### src/rtl/udma_eth_tx_sched.sv
// udma_eth_tx_sched
//
// Queues Ethernet frame descriptors (L2 start address + byte size) and launches
// them one at a time towards the uDMA tx controller. Frame completion is taken
// from the monitored tx AXIS stream (tvalid & tready & tlast). After each frame
// a programmable inter-frame gap is inserted before the next launch.
//
// Ports
//   clk_i, rstn_i                 clock, asynchronous active-low reset
//   desc_valid_i / desc_ready_o   descriptor push handshake
//   desc_addr_i, desc_size_i      descriptor payload (size 0 is dropped)
//   cfg_ifg_i                     inter-frame gap in clk_i cycles
//   clr_i                         flush the descriptor queue
//   tx_startaddr_o, tx_size_o     launched descriptor, held until next launch
//   tx_en_o                       one-cycle launch pulse
//   axis_tvalid_i/tready_i/tlast_i  monitored tx AXIS beat
//   pending_o, empty_o, full_o    queue occupancy
//   busy_o                        launch/run/gap in progress
//   done_evt_o, err_evt_o         frame-done and zero-size-drop pulses

module udma_eth_tx_sched #(
   parameter int unsigned L2_AWIDTH_NOAL = 12,
   parameter int unsigned TRANS_SIZE     = 16,
   parameter int unsigned DEPTH          = 4,
   localparam int unsigned CW            = $clog2(DEPTH + 1)
) (
   input  logic                      clk_i,
   input  logic                      rstn_i,

   input  logic                      desc_valid_i,
   output logic                      desc_ready_o,
   input  logic [L2_AWIDTH_NOAL-1:0] desc_addr_i,
   input  logic [TRANS_SIZE-1:0]     desc_size_i,

   input  logic [7:0]                cfg_ifg_i,
   input  logic                      clr_i,

   output logic [L2_AWIDTH_NOAL-1:0] tx_startaddr_o,
   output logic [TRANS_SIZE-1:0]     tx_size_o,
   output logic                      tx_en_o,

   input  logic                      axis_tvalid_i,
   input  logic                      axis_tready_i,
   input  logic                      axis_tlast_i,

   output logic [CW-1:0]             pending_o,
   output logic                      empty_o,
   output logic                      full_o,
   output logic                      busy_o,
   output logic                      done_evt_o,
   output logic                      err_evt_o
);

   localparam int unsigned PW = $clog2(DEPTH);

   typedef enum logic [1:0] {
      StIdle,
      StLaunch,
      StRun,
      StGap
   } state_e;

   state_e state_q, state_d;

   // Descriptor storage; contents need no reset, validity is tracked by count_q.
   logic [L2_AWIDTH_NOAL-1:0] addr_mem [DEPTH];
   logic [TRANS_SIZE-1:0]     size_mem [DEPTH];

   logic [PW-1:0]             wr_ptr_q, rd_ptr_q;
   logic [CW-1:0]             count_q;
   logic [7:0]                gap_cnt_q, gap_cnt_d;
   logic [L2_AWIDTH_NOAL-1:0] tx_addr_q;
   logic [TRANS_SIZE-1:0]     tx_size_q;
   logic                      done_q, done_d;
   logic                      err_q;

   logic full, empty;
   logic handshake, push, pop, zero_drop;
   logic frame_end, load_head;

   // ---------------------------------------------------------------------------
   // Queue
   // ---------------------------------------------------------------------------
   assign full  = (count_q == CW'(DEPTH));
   assign empty = (count_q == '0);

   assign handshake = desc_valid_i & ~full;
   assign zero_drop = handshake & (desc_size_i == '0);
   // A flush in the same cycle discards the incoming descriptor.
   assign push      = handshake & (desc_size_i != '0) & ~clr_i;
   assign pop       = (state_q == StLaunch) & ~empty;

   always_ff @(posedge clk_i) begin
      if (push) begin
         addr_mem[wr_ptr_q] <= desc_addr_i;
         size_mem[wr_ptr_q] <= desc_size_i;
      end
   end

   // DEPTH is a power of two, so the pointers wrap naturally.
   always_ff @(posedge clk_i or negedge rstn_i) begin
      if (!rstn_i) begin
         wr_ptr_q <= '0;
         rd_ptr_q <= '0;
         count_q  <= '0;
      end else if (clr_i) begin
         wr_ptr_q <= '0;
         rd_ptr_q <= '0;
         count_q  <= '0;
      end else begin
         if (push) wr_ptr_q <= wr_ptr_q + PW'(1);
         if (pop)  rd_ptr_q <= rd_ptr_q + PW'(1);
         count_q <= count_q + CW'(push) - CW'(pop);
      end
   end

   // ---------------------------------------------------------------------------
   // Launch / run / gap sequencer
   // ---------------------------------------------------------------------------
   assign frame_end = axis_tvalid_i & axis_tready_i & axis_tlast_i;

   always_comb begin
      state_d   = state_q;
      gap_cnt_d = gap_cnt_q;
      load_head = 1'b0;
      done_d    = 1'b0;
      unique case (state_q)
         StIdle: begin
            // A pending flush must not launch the entry it is about to remove.
            if (!empty && !clr_i) begin
               load_head = 1'b1;
               state_d   = StLaunch;
            end
         end
         StLaunch: begin
            state_d = StRun;
         end
         StRun: begin
            if (frame_end) begin
               done_d = 1'b1;
               if (cfg_ifg_i == 8'd0) begin
                  state_d = StIdle;
               end else begin
                  state_d   = StGap;
                  gap_cnt_d = cfg_ifg_i;
               end
            end
         end
         StGap: begin
            if (gap_cnt_q <= 8'd1) begin
               gap_cnt_d = 8'd0;
               state_d   = StIdle;
            end else begin
               gap_cnt_d = gap_cnt_q - 8'd1;
            end
         end
         default: begin
            state_d = StIdle;
         end
      endcase
   end

   always_ff @(posedge clk_i or negedge rstn_i) begin
      if (!rstn_i) begin
         state_q   <= StIdle;
         gap_cnt_q <= 8'd0;
         tx_addr_q <= '0;
         tx_size_q <= '0;
         done_q    <= 1'b0;
         err_q     <= 1'b0;
      end else begin
         state_q   <= state_d;
         gap_cnt_q <= gap_cnt_d;
         if (load_head) begin
            tx_addr_q <= addr_mem[rd_ptr_q];
            tx_size_q <= size_mem[rd_ptr_q];
         end
         done_q <= done_d;
         err_q  <= zero_drop;
      end
   end

   // ---------------------------------------------------------------------------
   // Outputs
   // ---------------------------------------------------------------------------
   assign desc_ready_o   = ~full;
   assign pending_o      = count_q;
   assign empty_o        = empty;
   assign full_o         = full;
   assign tx_startaddr_o = tx_addr_q;
   assign tx_size_o      = tx_size_q;
   assign tx_en_o        = (state_q == StLaunch);
   assign busy_o         = (state_q != StIdle);
   assign done_evt_o     = done_q;
   assign err_evt_o      = err_q;

endmodule

### config.mk
export PLATFORM = sky130hd
export DESIGN_NAME = udma_eth_tx_sched
export DESIGN_NICKNAME = d
export VERILOG_FILES = /design/src/rtl/udma_eth_tx_sched.sv
export SDC_FILE = /design/constraint.sdc
export NUM_CORES = 1
export LEC_CHECK = 0
export ABC_CLOCK_PERIOD_IN_PS = 2000
export CAP_MARGIN = 20
export CORE_MARGIN = 5
export CORE_UTILIZATION = 40
export DETAILED_ROUTE_END_ITERATION = 10
export PLACE_DENSITY = 0.68
export SLEW_MARGIN = 10
export SYNTH_ARGS = -nofsm -noshare
export SYNTH_HDL_FRONTEND = slang
export SYNTH_SLANG_ARGS = --single-unit
### constraint.sdc
create_clock -name clk_i -period 2 [get_ports clk_i]
set_input_delay 0.3 -clock clk_i [delete_from_list [all_inputs] [get_ports clk_i]]
set_output_delay 0.3 -clock clk_i [all_outputs]
set_load 0.05 [all_outputs]
==> results of run 1 <==
[logic make-up after synthesis]
family,synth area share (%)
compound gates,3.02
xor+xnor,0.557
fa+ha+maj,1.91
buf+inv,1.31
flops,72.2
mux,15.7
simple gates,5.33
[power groups by stage]
| stage | Combinational (mW) | Clock, mW | Sequential, mW |
|---|---|---|---|
| 2_1_floorplan | 0.902 | 0 | 5.23 |
| 3_3_place_gp | 3.01 | 0 | 4.31 |
| 3_5_place_dp | 3.06 | 0 | 4.32 |
| 4_1_cts | 3.07 | 3.19 | 4.27 |
| 5_1_grt | 3.30 | 3.33 | 4.31 |
| 6_report | 3.12 | 3.11 | 4.26 |
[layout make-up]
cell class,count,share of cell area [%]
sequential,159,53.3
timing repair buffer,136,15.7
tap,211,3.10
multi-input combinational,158,20.8
clock buffer,19,5.08
clock inverter,13,1.60
inverter,8,0.352
[stage by stage]
step	total power [mW]	instance area, um^2
final	10.5	8520
after global routing	10.9	8520
after CTS	10.5	8470
after detailed placement	7.38	7850
after global placement	7.32	7850
after floorplan	6.13	6330
[routing by layer]
| metal | global-route usage, % | vias up | part of all wire [%] |
|---|---|---|---|
| met1 | 19.1 | 1815 | 42 |
| met5 | 0 | - | 0 |
| met3 | 3.45 | 14 | 4.1 |
| met2 | 25.1 | 95 | 52 |
| met4 | 5.66 | 0 | 1.6 |
| li1 | - | 1631 | - |
[state kept, by name, summed over array words and instances (netlist names)]
register,cells
size_mem,64
addr_mem,48
tx_size_o,16
tx_startaddr_o,12
gap_cnt_q,8
pending_o,3
rd_ptr_q,2
state_q,2
wr_ptr_q,2
done_evt_o,1
err_evt_o,1
[critical path: stages]
cell             delay [ns]
clkdlybuf4s50_1        0.44
nor4_2                 0.26
and4_4                 0.28
nor3_4                 0.05
inv_1                  0.06
ha_1                   0.22
inv_1                  0.06
ha_2                   0.16
inv_2                  0.04
fa_2                   0.52
nor2_2                 0.04
[placed cells by master (no fill, tap or decap), types with 7 or more instances in the layout]
master	Yosys	layout
edfxtp_1	112	112
clkdlybuf4s50_1	0	56
buf_4	0	46
dfrtp_1	47	43
mux2_2	29	29
mux4_2	28	28
clkbuf_16	0	17
dlygate4sd2_1	0	16
nor2_1	15	14
buf_12	0	12
inv_1	8	7
nand2_1	8	7
ha_1	8	7
[path summary, 6_finish.rpt]
path	start	to	slack [ns]
min	desc_size_i[2]	size_mem[3][2]	0.15
max reg2reg	pending_o[1]	pending_o[1]	-0.13
min reg2reg	tx_startaddr_o[0]	tx_startaddr_o[0]	0.50
max	desc_size_i[0]	pending_o[1]	-0.13
min in group asynchronous	rstn_i	gap_cnt_q[7]	0.30
max in group asynchronous	rstn_i	tx_size_o[0]	1.21
[timing repair]
item                       in CTS  in global routing
setup endpoints to repair     121                  8
hold buffers                    1                  0
pin swaps                       7                 10
resized for setup              26                  9
setup buffers                   1                  5
hold endpoints to repair       10                  0
==> results.md, run 1 <==
* Status: finished with violations
* Failing checks: setup timing
* Number of non-filler instances in the completed layout at 704
* Via count normalized by instance count at 5.05
* Multi-input logic area at 0.00177 mm^2
* Relative max-transition margin at 63.8%
* Setup WS post-layout at -0.129 ns
* R2r worst-path depth at 10
* Hold path depth at 1
* Peak fanout along the critical path at 2
* Synthesis-stage register bit count at 159
* Synth area leaders: edfxtp_1 (53%), dfrtp_1 (19%), mux4_2 (10%), mux2_2 (5.2%), ha_1 (1.6%)
* Number of buffers on the longest clock path at 2
* Clock-pin slew reported for the worst setup and hold paths after clock tree synthesis at 0.06 ns
* Clock sink count at 159
* Cell Count Post-Placement at 665
* Number of standard-cell rows in the floorplan at 45
* P_leak at 3.19 nW
* Crit path launch type: primary input
* Die Area at 0.0183 mm^2
* Final setup violation count at 2
* Setup repair after global routing missed its margin: true
* Aggregate global-route resource usage at 15.0%
* Portion of total power attributed to combinational logic at 29.7%
* Count of antenna diodes in the layout at 0
* Top_reg_cell synth: edfxtp_1
* Required time of the critical path at 2.30 ns
* TritonCTS clock tree: built
* Clock latency of the later-clocked register in the worst-skew pair at 0.42 ns
* Worst min-delay path category: primary input to flop
* Worst setup timing slack at the placement stage at -0.922 ns
* Final cell utilization of the core at 55.6%
* Number of cells produced by synthesis at 338
* Least-Margin Pin Slew at 0.542 ns
* Number of search-and-repair iterations in the first detailed-routing pass at 4
* Detailed-route wire length per cell at 18.4 um
* IO Pins at 81
* Post-DP HPWL at 8.37 mm
* Setup TNS at -0.225 ns
* Die Width at 135 um
* Sequential share of the synthesized area at 72.2%
* Worst VDD drop at 0.000610 V
* Netlist Area Pre-Place at 0.00629 mm^2
* Root cell of the clock tree: clkbuf_16
* Final layout net count at 532
* Fraction of power consumed by the clock network at 29.7%
* FF/Latch Area at 0.00454 mm^2
* Final worst path period need at 2.13 ns
* DRC Markers at 0
* Die outline height at 135 um
* Effective utilization at floorplan at 41.1%
* Count of flip-flops with a built-in enable after synthesis at 112
* Iteration-0 DRC count of the detailed router at 249
* Int Pwr at 7.13 mW
* Setup Skew at 0.0102 ns
* TritonCTS buffer count at 17
* Total of buffers placed on input and output ports at 80
* CP arrival at 2.43 ns
* Avg Inst Size Synth at 18.6 um^2
* H-tree depth at 4
* Switching pwr at 3.36 mW
* Max Fclk at 470 MHz
* Fin. Hold Viols at 0
* Routability cong. at 0.796
* Number of library cell types mapped by synthesis at 46
* Congestion Overflow GR at 0
* Maximum number of pins on one net before global-route repair at 29
* Wire length of the first global-routing pass at 20.8 mm
* Slew Viols, Final at 0
* Area share of the largest cell type after synthesis at 53.5%
* Most common cell in the synthesized netlist: edfxtp_1
* Filler instances at 1,243
* Overall via count from detail_route at 3,555
* Async set or reset register ratio after synthesis at 29.6%
* Final period utilization at 106%
* Category of the critical setup timing path: primary input to flop
* Number of antenna violations at the first check in global routing at 0
* Vias in the first global route at 3,850
* Routed wire length at 12.9 mm
* Switching power as a share of total power at 32.0%
* Library cell occupying the most area in the post-synthesis netlist: edfxtp_1
* Number of synthesis warnings at 0
* Area growth from synthesis to layout at 35.5%
* Total power divided by cell area at 1230 mW/mm^2
* Worst hold margin at 0.147 ns
* Sequential cell fraction of total power at 40.6%
* Share of cells above drive strength 1 at 36.1%
* Synth cell count leaders: edfxtp_1 (112), dfrtp_1 (47), mux2_2 (29)
* Post-route ant nets at 0
* Net count of the mapped netlist at 390
* Element type at the critical path end: flop
* # Max-Cap Violations at 0
* Placeable core region at 0.0153 mm^2
(Power assumes the default switching activity.)
==> run 2, diff against run 1 <==
--- a/config.mk
+++ b/config.mk
@@ -5,7 +5,7 @@
 export SDC_FILE = /design/constraint.sdc
 export NUM_CORES = 1
 export LEC_CHECK = 0
-export ABC_CLOCK_PERIOD_IN_PS = 2000
+export ABC_CLOCK_PERIOD_IN_PS = 1850
 export CAP_MARGIN = 20
 export CORE_MARGIN = 5
 export CORE_UTILIZATION = 40
==> constraint.sdc (replaced) <==
create_clock -name clk_i -period 1.85 [get_ports clk_i]
set_input_delay 0.2775 -clock clk_i [delete_from_list [all_inputs] [get_ports clk_i]]
set_output_delay 0.2775 -clock clk_i [all_outputs]
set_load 0.05 [all_outputs]
==> run 2 against run 1 <==
- critical path type unchanged
- highest routed layer unchanged
- the run still ends with setup timing left
- sequential power increased by 8.0%
- die area unchanged
- design area increased by 0.41%
==> results.md, run 2 (synthesis gave the netlist of run 1 again) <==
* Status: finished with violations
* Failing checks: setup timing
* Most frequent cells in the layout: edfxtp_1 (112), buf_4 (59), dfrtp_1 (43)
* Worst reg2reg setup slack at -0.27 ns (-0.15 ns)
* Worst hold margin at 0.230 ns (+0.0832 ns)
* Int Pwr at 7.78 mW (+9.1%)
* Setup WS post-layout at -0.274 ns (-0.145 ns)
* Iteration-0 DRC count of the detailed router at 216 (-13%)
* Busiest metal layer after global routing: met2
* Number of standard-cell rows in the floorplan at 45 (unchanged)
* Overall via count from detail_route at 3,658 (+2.9%)
* Max Fclk at 471 MHz
* Category of the critical setup timing path: primary input to flop
* P_leak at 3.30 nW (+3.2%)
* Number of search-and-repair iterations in the first detailed-routing pass at 4 (unchanged)
* Placeable core region at 0.0153 mm^2 (unchanged)
* Relative max-transition margin at 66.1% (+2.4 points)
* Worst VDD drop at 0.000789 V (+29%)
* Slew Viols, Final at 0 (unchanged)
* IO Pins at 81 (unchanged)
* Detailed-route wire length per cell at 19.5 um (+6.4%)
* Post-route cell area at 0.00856 mm^2 (+0.41%)
* H-tree depth at 4 (unchanged)
* Post-route ant nets at 0 (unchanged)
* Biggest register: size_mem
* Post-placement cell area at 0.00775 mm^2 (-1.3%)
* Wire length of the first global-routing pass at 20.8 mm (about the same)
* Maximum number of pins on one net before global-route repair at 32 (+10%)
* R2r worst-path depth at 10 (unchanged)
* Worst min-delay path category: primary input to flop
* Met1 Resource Use GR at 18.7% (-0.38 points)
* CP arrival at 2.43 ns (about the same)
* Least-Margin Pin Slew at 0.508 ns (-0.0341 ns)
* Die Area at 0.0183 mm^2 (unchanged)
* Setup Skew at 0.00738 ns (-0.00284 ns)
* Final period utilization at 115%
* Portion of total power attributed to combinational logic at 29.9% (+0.2 points)
* Routability cong. at 0.820 (+3.0%)
* Congestion Overflow GR at 0 (unchanged)
* Cell Count Post-Placement at 661 (-0.60%)
* Final layout net count at 534 (+0.38%)
* DRC Markers at 0 (unchanged)
* Post-DP HPWL at 8.27 mm (-1.2%)
* Clock-pin slew reported for the worst setup and hold paths after clock tree synthesis at 0.06 ns (about the same)
* Peak fanout along the critical path at 3 (+1)
* Worst flop-to-flop path endpoint: pending_o[1]
* Number of non-filler instances in the completed layout at 706 (+0.28%)
* Final setup violation count at 10 (+8)
* Sequential cell fraction of total power at 39.8% (-0.8 points)
* Beginning of the worst hold path: desc_size_i[6]
* Switching pwr at 3.78 mW (+13%)
* Die outline height at 135 um (unchanged)
* Die Width at 135 um (unchanged)
* Aggregate global-route resource usage at 15.2% (+0.20 points)
* Setup repair after global routing missed its margin: true
* Count of antenna diodes in the layout at 0 (unchanged)
* Overall power of the completed layout at 11.6 mW (+10%)
* Worst hold path endpoint: size_mem[2][6]
* Root cell of the clock tree: clkbuf_16
* # Max-Cap Violations at 0 (unchanged)
* TritonCTS clock tree: built
* Crit path launch type: primary input
* Clock sink count at 159 (unchanged)
* Number of buffers on the longest clock path at 2 (unchanged)
* Element type at the critical path end: flop
* Final worst path period need at 2.12 ns
* Share of cells above drive strength 1 at 40.6% (+4.5 points)
* Fin. Hold Viols at 0 (unchanged)
* Final cell utilization of the core at 55.9% (+0.23 points)
* Area growth from synthesis to layout at 36.0%
* Met3 demand-to-capacity share in global routing at 4.27% (+0.82 points)
* Worst flop-to-flop path startpoint: pending_o[1]
* Total power divided by cell area at 1350 mW/mm^2 (+9.8%)
* Hold path depth at 1 (unchanged)
* Most common cell after layout, fill and taps aside: edfxtp_1
* Total of buffers placed on input and output ports at 80 (unchanged)
* TritonCTS buffer count at 17 (unchanged)
* Required time of the critical path at 2.16 ns (-0.14 ns)
* Effective utilization at floorplan at 41.1% (unchanged)
* Clock latency of the later-clocked register in the worst-skew pair at 0.43 ns (about the same)
* Fraction of power consumed by the clock network at 30.3% (+0.6 points)
* Flip-flop count of the largest register, all copies and words added at 64 (unchanged)
* Number of antenna violations at the first check in global routing at 0 (unchanged)
* M2 GR Usage at 25.7% (+0.53 points)
* Via count normalized by instance count at 5.18 (+2.6%)
* Switching power as a share of total power at 32.7% (+0.70 points)
* Vias in the first global route at 3,805 (-1.2%)
* Routed wire length at 13.8 mm (+6.7%)
==> run 2: cell count changes in the layout (fill, tap and decap cells not counted), moves of 2 or more <==
cell / previous run / this run
clkdlybuf4s50_1: 56 / 30
buf_12: 12 / 7
dlygate4sd2_1: 16 / 28
buf_6: 2 / 5
buf_4: 46 / 59
and2_4: 0 / 6
and2_2: 4 / 2
==> run 2: layer usage <==
layer	wire [um]	vias up
met3	595	26
met2	7120	99
met1	5780	1900
met4	285	0
li1	-	1633
met5	0	-
==> run 2: power groups by stage <==
stage	sequential, mW	clock (mW)	combinational [mW]
6_report	4.60	3.50	3.45
5_1_grt	4.65	3.75	3.64
4_1_cts	4.60	3.58	3.30
3_5_place_dp	4.67	0	3.33
3_3_place_gp	4.65	0	3.27
2_1_floorplan	5.66	0	1.02
==> run 2: worst max-delay path by stage <==
stage	from	to	slack [ns]	cells after the start
floorplan	pending_o[0]	pending_o[2]	-0.56	9
global placement	desc_size_i[8]	pending_o[2]	-1.06	13
detailed placement	desc_size_i[8]	pending_o[2]	-1.14	13
CTS	pending_o[1]	pending_o[1]	-0.27	10
global route	pending_o[1]	pending_o[1]	-0.35	10
finish	desc_size_i[10]	pending_o[1]	-0.27	12
==> run 2: worst max-delay path, cell delays in order <==
cell           delay, ns
dlygate4sd2_1       0.26
nor4_2              0.34
buf_4               0.18
and4_4              0.26
nor3_4              0.05
inv_1               0.06
ha_1                0.22
inv_1               0.05
ha_1                0.14
inv_2               0.04
fa_2                0.51
nor2_1              0.04
==> run 2: area by class of cell <==
| cell class | count | area (um^2) |
|---|---|---|
| clock inverters | 13 | 163 |
| repair buffers | 134 | 1240 |
| fillers | 1228 | 6760 |
| flip-flops and latches | 159 | 4540 |
| well taps | 211 | 264 |
| inverters | 8 | 32.5 |
| multi-input cells | 162 | 1880 |
| clock buffers | 19 | 433 |
==> run 2: stage by stage <==
stage	setup TNS (ns)	worst slack, ns
after floorplan	-7.98	-0.560
after global placement	-84.10	-1.06
after detailed placement	-89.45	-1.14
after CTS	-1.26	-0.273
after global routing	-2.24	-0.350
final	-1.46	-0.274
==> run 2: timing repair <==
| action | CTS | global route |
|---|---|---|
| endpoints found under the setup margin | 142 | 123 |
| endpoints found under the hold margin | 16 | 0 |
| gates cloned | 0 | 4 |
| buffers inserted | 5 | 4 |
| hold buffers | 1 | 0 |
| pin swaps | 12 | 13 |
| resized for setup | 47 | 15 |
==> run 3, diff against run 2 <==
--- a/config.mk
+++ b/config.mk
@@ -5,7 +5,7 @@
 export SDC_FILE = /design/constraint.sdc
 export NUM_CORES = 1
 export LEC_CHECK = 0
-export ABC_CLOCK_PERIOD_IN_PS = 1850
+export ABC_CLOCK_PERIOD_IN_PS = 1800
 export CAP_MARGIN = 20
 export CORE_MARGIN = 5
 export CORE_UTILIZATION = 40
==> constraint.sdc (replaced) <==
create_clock -name clk_i -period 1.8 [get_ports clk_i]
set_input_delay 0.27 -clock clk_i [delete_from_list [all_inputs] [get_ports clk_i]]
set_output_delay 0.27 -clock clk_i [all_outputs]
set_load 0.05 [all_outputs]
==> run 3 against run 2 <==
- the flow still finishes with violations (setup timing)
- global-route usage is 0.67 points higher
- utilization rose by 0.22 points
- clock power rose by 6.6%
- critical endpoint unchanged
- largest cell class unchanged
==> results.md, run 3 (synthesis gave the netlist of run 1 again) <==
* TritonCTS clock tree: built
* Placeable core region at 0.0153 mm^2 (unchanged)
* Wire length of the first global-routing pass at 21.6 mm (+4.2%)
* Overall via count from detail_route at 3,592 (-1.8%)
* Setup WS post-layout at -0.317 ns (-0.0431 ns)
* Most common cell after layout, fill and taps aside: edfxtp_1
* Routed wire length at 13.5 mm (-2.1%)
* Filler instances at 1,231 (+0.24%)
* Vias in the first global route at 3,891 (+2.3%)
* Aggregate global-route resource usage at 15.9% (+0.67 points)
* Post-route ant nets at 0 (unchanged)
* Element type at the critical path end: flop
* Cell with the largest stage delay on the worst path: fa_2
* CP arrival at 2.42 ns (about the same)
* Required time of the critical path at 2.11 ns (-0.05 ns)
* Congestion Overflow GR at 0 (unchanged)
* Total power divided by cell area at 1400 mW/mm^2 (+3.5%)
* Root cell of the clock tree: clkbuf_16
* Failing checks: setup timing
* Max Fclk at 472 MHz
* Chain of cells forming the critical path: dlygate4sd2_1 > nor4_4 > buf_4 > and4_4 > nor3_4 > inv_1 > ha_1 > inv_1 > ha_1 > inv_2 > fa_2 > nor2_1
* Final layout net count at 536 (+0.37%)
* Fin. Hold Viols at 0 (unchanged)
* Final worst path period need at 2.12 ns
* Die Area at 0.0183 mm^2 (unchanged)
* P_leak at 3.31 nW (+0.57%)
* Crit path launch type: primary input
* Setup Skew at 0.0118 ns (+0.00446 ns)
* IO Pins at 81 (unchanged)
* Multi-input logic area at 0.00187 mm^2 (-0.40%)
* Iteration-0 DRC count of the detailed router at 224 (+3.7%)
* Clock sink count at 159 (unchanged)
* Clock latency of the later-clocked register in the worst-skew pair at 0.42 ns (about the same)
* Peak fanout along the critical path at 5 (+2)
* Setup repair after global routing missed its margin: true
* Least-Margin Pin Slew at 0.575 ns (+0.0667 ns)
* Flip-flop count of the largest register, all copies and words added at 64 (unchanged)
* Die outline height at 135 um (unchanged)
* Relative max-transition margin at 61.7% (-4.4 points)
* Area growth from synthesis to layout at 36.6%
* Category of the critical setup timing path: primary input to flop
* Number of antenna violations at the first check in global routing at 0 (unchanged)
* TritonCTS buffer count at 17 (unchanged)
* Slew Viols, Final at 0 (unchanged)
* Die Width at 135 um (unchanged)
* Post-DP HPWL at 8.43 mm (+1.9%)
* Setup TNS at -1.44 ns (+0.0171 ns)
* Effective utilization at floorplan at 41.1% (unchanged)
* Via count normalized by instance count at 5.07 (-2.1%)
* Most frequent cells in the layout: edfxtp_1 (112), buf_4 (63), dfrtp_1 (43)
* Count of antenna diodes in the layout at 0 (unchanged)
* Biggest register: size_mem
* Critical path's largest stage delay at 0.51 ns (about the same)
* Number of search-and-repair iterations in the first detailed-routing pass at 4 (unchanged)
* H-tree depth at 4 (unchanged)
* Worst VDD drop at 0.00110 V (+39%)
* Maximum number of pins on one net before global-route repair at 29 (-9.4%)
* FF/Latch Area at 0.00454 mm^2 (unchanged)
* Worst min-delay path category: primary input to flop
* Kind of cell adding the most delay to the critical path: adder cells
* Status: finished with violations
* Final setup violation count at 10 (unchanged)
* Combined buffer and inverter count along the critical path at 5 (unchanged)
* Final cell utilization of the core at 56.1% (+0.22 points)
* Routability cong. at 0.842 (+2.7%)
* Number of buffers on the longest clock path at 2 (unchanged)
* # Max-Cap Violations at 0 (unchanged)
* Number of standard-cell rows in the floorplan at 45 (unchanged)
* Total of buffers placed on input and output ports at 80 (unchanged)
* Clock-pin slew reported for the worst setup and hold paths after clock tree synthesis at 0.06 ns (about the same)
* Final period utilization at 118%
* Detailed-route wire length per cell at 19.1 um (-2.4%)
* Share of cells above drive strength 1 at 40.8% (+0.24 points)
* DRC Markers at 0 (unchanged)
[run 3: changes by cell type in the layout (fill, tap and decap cells not counted), moves of 2 or more]
| cell | delta |
|---|---|
| and2_4 | +2 |
| buf_4 | +4 |
| clkinv_4 | -2 |
| clkdlybuf4s50_1 | -3 |
| and2_2 | -2 |
| inv_6 | -2 |
[run 3: per-layer routing]
metal  track usage, %  wire length (um)  vias to the layer above  share of wire (%)
li1                 -                 -                     1650                  -
met1             20.1              5840                     1857                 43
met2             26.5              6920                       73                 51
met3             4.49               587                       12                4.3
met4             5.10               145                        0                1.1
met5                0                 0                        -                  0
[run 3: stage by stage]
step	hold slack, ns	setup slack (ns)	cells	power, mW	area, um^2
floorplan	-0.0256	-0.610	338	6.86	6360
global placement	0.296	-1.12	665	8.18	7780
detailed placement	0.305	-1.14	665	8.26	7780
CTS	0.256	-0.311	705	12.0	8500
global route	0.217	-0.384	708	12.5	8590
finish	0.219	-0.317	708	12.0	8590
[run 3: worst register-to-register path: cells and delay by family (launching register included)]
family	cells	cell delay, ns
fa+ha+maj	3	0.87
buf+inv	3	0.15
simple gates	4	0.59
flops	1	0.40
[run 3: timing repair]
action,4_1_cts,5_1_grt
resized for setup,46,16
hold endpoints to repair,16,0
setup buffers,3,3
gates cloned,4,0
hold buffers,1,0
endpoints found under the setup margin,140,13
pin swaps,14,4
[run 3: power breakdown]
| part | internal (mW) | switching (mW) | total (mW) |
|---|---|---|---|
| Combinational | 1.42 | 2.15 | 3.57 |
| Sequential | 4.44 | 0.273 | 4.71 |
| Clock | 2.35 | 1.38 | 3.73 |
[run 3: worst paths after layout]
| check | start | endpoint | slack [ns] | cells after the start |
|---|---|---|---|---|
| worst max-delay path | desc_size_i[8] | pending_o[1] | -0.32 | 12 |
| worst min-delay path | desc_size_i[6] | size_mem[0][6] | 0.22 | 1 |
| worst max register to register | pending_o[0] | pending_o[1] | -0.31 | 10 |
| worst min register to register | tx_startaddr_o[3] | tx_startaddr_o[3] | 0.50 | 1 |
| max in group asynchronous | rstn_i | rd_ptr_q[0] | 0.91 | 3 |
| min in group asynchronous | rstn_i | done_evt_o | 0.38 | 2 |
[run 3: cell type report]
type                            instances  area share (%)
Clock buffer                           21            5.24
Clock inverter                         11            1.91
Inverter                                8           0.379
Multi-Input combinational cell        162            21.8
Sequential cell                       159            52.9
Tap cell                              211            3.07
Timing Repair Buffer                  136            14.7
